**config.mk**
```make
export PLATFORM = sky130hd
export DESIGN_NAME = prog_loader
export DESIGN_NICKNAME = d
export VERILOG_FILES = /design/src/rtl/prog_loader.sv
export SDC_FILE = /design/constraint.sdc
export NUM_CORES = 1
export LEC_CHECK = 0
export CORE_MARGIN = 4
export CORE_UTILIZATION = 46
export CTS_CLUSTER_SIZE = 14
export DETAILED_ROUTE_END_ITERATION = 7
export PLACE_DENSITY = 0.86
export SLEW_MARGIN = 30
export SYNTH_ARGS = -nofsm -noshare
export SYNTH_HDL_FRONTEND = slang
export SYNTH_SLANG_ARGS = --single-unit
```
**constraint.sdc**
```tcl
create_clock -name clk -period 1.95 [get_ports clk]
set_input_delay 0.4875 -clock clk [delete_from_list [all_inputs] [get_ports clk]]
set_output_delay 0.4875 -clock clk [all_outputs]
set_load 0.05 [all_outputs]
```
**src/rtl/prog_loader.sv**
```systemverilog
// prog_loader: writes a program image into the 16-byte RAM before the CPU runs.
// Each byte taken over the valid/ready handshake produces two bus phases:
// an address phase (MAR write) followed by a data phase (RAM write). pmode
// holds the control unit and step counter frozen for the whole load.
// Optional feature: define PROG_LOADER_VERIFY_EN to add a read-back VERIFY
// phase after every RAM write. A failed compare sets the sticky err flag.
module prog_loader #(
  parameter int ADDR_W    = 4,
  parameter int DEPTH     = 16,
  parameter int DATA_W    = 8,
  parameter int BASE_ADDR = 0
) (
  input  logic              clk,
  input  logic              clr,
  input  logic              start,
  input  logic [DATA_W-1:0] in_data,
  input  logic              in_valid,
  input  logic              in_last,
  output logic              in_ready,
  output logic [DATA_W-1:0] bus_out,
  output logic              bus_oe,
  input  logic [DATA_W-1:0] bus_in,
  output logic              marwa,
  output logic              ramwa,
  output logic              ramoa,
  output logic              ramcs,
  output logic              pmode,
  output logic              busy,
  output logic              done,
  output logic              err,
  output logic [ADDR_W:0]   count
);

  typedef enum logic [2:0] {
    ST_IDLE     = 3'd0,
    ST_ACCEPT   = 3'd1,
    ST_SET_ADDR = 3'd2,
    ST_WRITE    = 3'd3,
    ST_VERIFY   = 3'd4,
    ST_FINISH   = 3'd5
  } state_t;

  localparam logic [ADDR_W-1:0] BASE_A  = ADDR_W'(BASE_ADDR);
  localparam logic [ADDR_W:0]   DEPTH_C = (ADDR_W + 1)'(DEPTH);

  state_t              state_r;
  logic [ADDR_W-1:0]   addr_r;
  logic [DATA_W-1:0]   hold_r;
  logic                last_r;
  logic [ADDR_W:0]     next_count_s;
  logic                last_phase_s;
  logic                mismatch_s;

`ifdef PROG_LOADER_VERIFY_EN
  // Byte completion happens in VERIFY. Read-back is compared against the held byte there.
  always_comb begin
    last_phase_s = (state_r == ST_VERIFY);
    if (state_r == ST_VERIFY) begin
      mismatch_s = (bus_in != hold_r);
    end else begin
      mismatch_s = 1'b0;
    end
  end
`else
  logic unused_bus_s;
  assign unused_bus_s = ^bus_in;

  // Without read-back the byte completes in WRITE and no compare error can occur.
  always_comb begin
    last_phase_s = (state_r == ST_WRITE);
    mismatch_s   = 1'b0;
  end
`endif

  // Byte count after the byte currently in its data phase.
  always_comb begin
    next_count_s = count + (ADDR_W + 1)'(1);
  end

  // FSM, datapath holding registers and all registered outputs.
  always_ff @(posedge clk) begin
    if (clr) begin
      state_r  <= ST_IDLE;
      addr_r   <= BASE_A;
      hold_r   <= {DATA_W{1'b0}};
      last_r   <= 1'b0;
      count    <= {(ADDR_W + 1){1'b0}};
      in_ready <= 1'b0;
      bus_out  <= {DATA_W{1'b0}};
      bus_oe   <= 1'b0;
      marwa    <= 1'b0;
      ramwa    <= 1'b0;
      ramoa    <= 1'b0;
      ramcs    <= 1'b0;
      pmode    <= 1'b0;
      busy     <= 1'b0;
      done     <= 1'b0;
      err      <= 1'b0;
    end else begin
      // Bus strobes and done last one cycle unless the next state re-asserts them.
      bus_out <= {DATA_W{1'b0}};
      bus_oe  <= 1'b0;
      marwa   <= 1'b0;
      ramwa   <= 1'b0;
      ramoa   <= 1'b0;
      ramcs   <= 1'b0;
      done    <= 1'b0;
      if (mismatch_s) begin
        err <= 1'b1;
      end
      case (state_r)
        ST_IDLE: begin
          if (start) begin
            state_r  <= ST_ACCEPT;
            addr_r   <= BASE_A;
            count    <= {(ADDR_W + 1){1'b0}};
            err      <= 1'b0;
            in_ready <= 1'b1;
            pmode    <= 1'b1;
            busy     <= 1'b1;
          end
        end
        ST_ACCEPT: begin
          if (in_valid && in_ready) begin
            hold_r   <= in_data;
            last_r   <= in_last;
            state_r  <= ST_SET_ADDR;
            in_ready <= 1'b0;
            bus_out  <= DATA_W'(addr_r);
            bus_oe   <= 1'b1;
            marwa    <= 1'b1;
          end
        end
        ST_SET_ADDR: begin
          state_r <= ST_WRITE;
          bus_out <= hold_r;
          bus_oe  <= 1'b1;
          ramcs   <= 1'b1;
          ramwa   <= 1'b1;
        end
        ST_WRITE, ST_VERIFY: begin
          if (last_phase_s) begin
            count  <= next_count_s;
            addr_r <= addr_r + ADDR_W'(1);
            if (last_r) begin
              state_r <= ST_FINISH;
              done    <= 1'b1;
            end else if (next_count_s == DEPTH_C) begin
              // RAM full without a last marker: stop and flag the overflow.
              state_r <= ST_FINISH;
              done    <= 1'b1;
              err     <= 1'b1;
            end else begin
              state_r  <= ST_ACCEPT;
              in_ready <= 1'b1;
            end
          end else begin
            state_r <= ST_VERIFY;
            ramcs   <= 1'b1;
            ramoa   <= 1'b1;
          end
        end
        ST_FINISH: begin
          state_r <= ST_IDLE;
          pmode   <= 1'b0;
          busy    <= 1'b0;
        end
        default: begin
          state_r  <= ST_IDLE;
          in_ready <= 1'b0;
          pmode    <= 1'b0;
          busy     <= 1'b0;
        end
      endcase
    end
  end

endmodule

```
==> qor.txt <==
gr usage total: 16.3%
first-pass GRT wire length: 5210 um
RSZ-0062 raised after global routing: false
clock power share: 30.1%
Max Clk Rate: 0.598 GHz
synth top area cells: dfxtp_1 51%, nor2_1 6.5%, mux2i_1 5.4%, a21oi_1 3.7%, a22oi_1 3.0%
post-route ant nets: 0
vias in the first global route: 1201
Fin Clk Skew: 6.01 ps
max-cap viol count: 0
setup_tns: 0 ps
Seq cells post-synth: 38
placer congestion estimate: 0.783
WL/cell: 12.8 um
final hold vios: 0
crit path time final: 1670 ps
post-synthesis cell type count: 36
Crit. End Element: output port
worst slew pin tran: 503 ps
Setup WS post-layout: 277 ps
static leakage: 0.842 nW
Yosys warnings: 0
via count of the routed design: 1281
Post-DP Area: 1890 um^2
IO Port Bufs: 35
largest net degree at the start of global routing: 16
Core ar.: 3080 um^2
Net Switching: 0.346 mW
slowest CP cell: dlygate4sd2_1
Startpoint Class: flip-flop
outcome: complete, no violations
Post-CTS Hold Fix Bufs: 0
Critical Path RT: 1460 ps
Hold Crit Class: reg2reg
clock buffer depth: 2
effective utilization at floorplan: 48.6%
crit path kind: reg2out
hold path depth: 1
clock transition at the registers of the reported paths: 110 ps
CTS root buffer: clkbuf_4
largest area contributor in the netlist: dfxtp_1
CP delay by family, top: buffers and inverters
Cell Int Power: 1.04 mW
Chip Height: 65.0 um
Mapped Nets: 183
TritonCTS buffer count: 5
flop2flop setup slack: 340 ps
DP HPWL: 2340 um
max incr delay on CP: 520 ps
Final setup viols: 0
Final Non-Filler Cells: 248
CP arrival: 1190 ps
Post-Synthesis Cell Area: 1500 um^2
total grt overflow: 0
fraction of layout cells with a size suffix above 1: 17.6%
H-tree levels: 2
Critical Path Start: bus_out[6]
final hold slack: 472 ps
io pins: 44
die area: 4230 um^2
reg2reg path depth: 4
Die W: 65.0 um
worst vdd ir: 434 uV
final WL: 3170 um
Worst R2R Start: state_r[0]
DRC: 0
fillcell total: 252
TritonCTS clock tree: built
DRT iter0 DRCs: 27
Pwr Total: 1.38 mW
# rows: 20
Tcrit/Tclk final: 85.8%
area fraction of the dominant cell type after synthesis: 50.9%
Syn Area/Cell: 9.34 um^2
Max Slew Vio Count: 0
clk_lat worst skew: 340 ps
worst flop-to-flop path endpoint: count[3]
DR vias/cell: 5.17
buffer and inverter count on the worst path: 1
Post-CTS Setup Inserts: 0
first drt pass iteration count: 4
crit-path cells: dlygate4sd2_1
power density cells: 709 nW/um^2
Sink Count: 38
Inst Count DP: 240
power share of the combinational group: 11.5%
fin nets: 226
count of mapped cells out of synthesis: 160
Finished Cell Area: 1950 um^2
Net Sw Frac: 25.0%
Setup WS pre-CTS: 64.9 ps
critical path peak fanout: 1
Relative slew margins: 66.4%
Reg power frac: 58.4%
initial antenna violation count: 0
Setup crit end: bus_out[6]
area grow syn2layout: 30.5%
Ant. Diodes: 0
WP depth: 1
Core Util, Final: 63.4%
Seq/Total Area, Yosys: 50.9%
-- layout make-up --
cell class                 instances  area (um^2)  area share, %
clock inverter                     1         5.00          0.257
inverter                           2         7.51          0.385
sequential                        38          761           39.0
clock buffer                       7         55.1           2.82
tap                               44         55.1           2.82
timing repair buffer              45          385           19.8
multi-input combinational        111          682           35.0
-- sequential cells by signal, summed over array words and instances (netlist names), 3 cells and up --
signal   flops
count        5
addr_r       4
hold_r       8
state_r      3
bus_out      8
-- cell usage after synthesis, drive strengths merged --
cell type and instances:
and2 5, xor2 1, a31oi 3, a22oi 6, a211oi 2, and3 1, dfxtp 38, inv 2
nand4b 2, and3b 1, nand4 2, a221oi 1, nor4b 1, buf 5, a21boi 1, nor3b 1
or2 1, ha 2, xnor2 1, clkbuf 4, o21ai 6, nand2 7, nand2b 4, or3 2
nand3b 2, nand3 2, o31ai 1, nor2b 2, and2b 1, nor3 7, a21oi 11, mux2i 8
nor2 27
-- per-layer routing --
| layer | up-vias | routed length (um) | track usage, % | part of all wire (%) |
|---|---|---|---|---|
| met5 | - | 0 | 0 | 0 |
| met4 | 0 | 78 | 10.9 | 2.5 |
| met3 | 8 | 165 | 4.33 | 5.2 |
| met2 | 28 | 1650 | 28.5 | 52 |
| met1 | 598 | 1280 | 16.9 | 40 |
| li1 | 647 | - | - | - |
-- what timing repair did --
action | CTS | global route
setup endpoints to repair | 6 | 2
cloned | 0 | 0
gates resized for setup | 6 | 2
-- worst min path at each step --
| stage | startpoint | slack [ps] | end |
|---|---|---|---|
| final | hold_r[5] | 470 | bus_out[5] |
| after global routing | hold_r[4] | 510 | bus_out[4] |
| after CTS | hold_r[6] | 470 | bus_out[6] |
| after detailed placement | hold_r[5] | 440 | bus_out[5] |
| after global placement | hold_r[6] | 440 | bus_out[6] |
| after floorplan | hold_r[4] | 430 | bus_out[4] |
-- cell usage in the layout (no fill, tap or decap), drive strengths merged, types with 3 or more instances in the layout --
cell type      netlist  layout
a22oi                6       6
nand2                7       7
mux2i                8       8
a21oi               11      11
and2                 5       5
buf                  5      25
dfxtp               38      38
clkbuf               4       7
dlygate4sd2          0       6
nand2b               4       4
clkdlybuf4s50        0      12
nor2                27      27
nor3                 7       7
o21ai                6       6
a31oi                3       3
-- power groups by stage --
stage	logic [mW]	clock network, mW	registers (mW)
floorplan	0.0781	0	0.843
global placement	0.156	0	0.824
detailed placement	0.159	0	0.825
CTS	0.159	0.429	0.807
global route	0.172	0.457	0.811
finish	0.159	0.417	0.807
-- cells by family (layout without fill, tap and decap cells) --
group	Yosys count	after routing	synth area share (%)
fa+ha+maj	2	2	1.67
mux	8	8	5.36
flops	38	38	50.9
compound gates	31	31	12.6
xor+xnor	2	2	1.17
simple gates	68	68	24.9
buf+inv	11	55	3.51
Note: power is estimated with default switching activity, not from simulation.
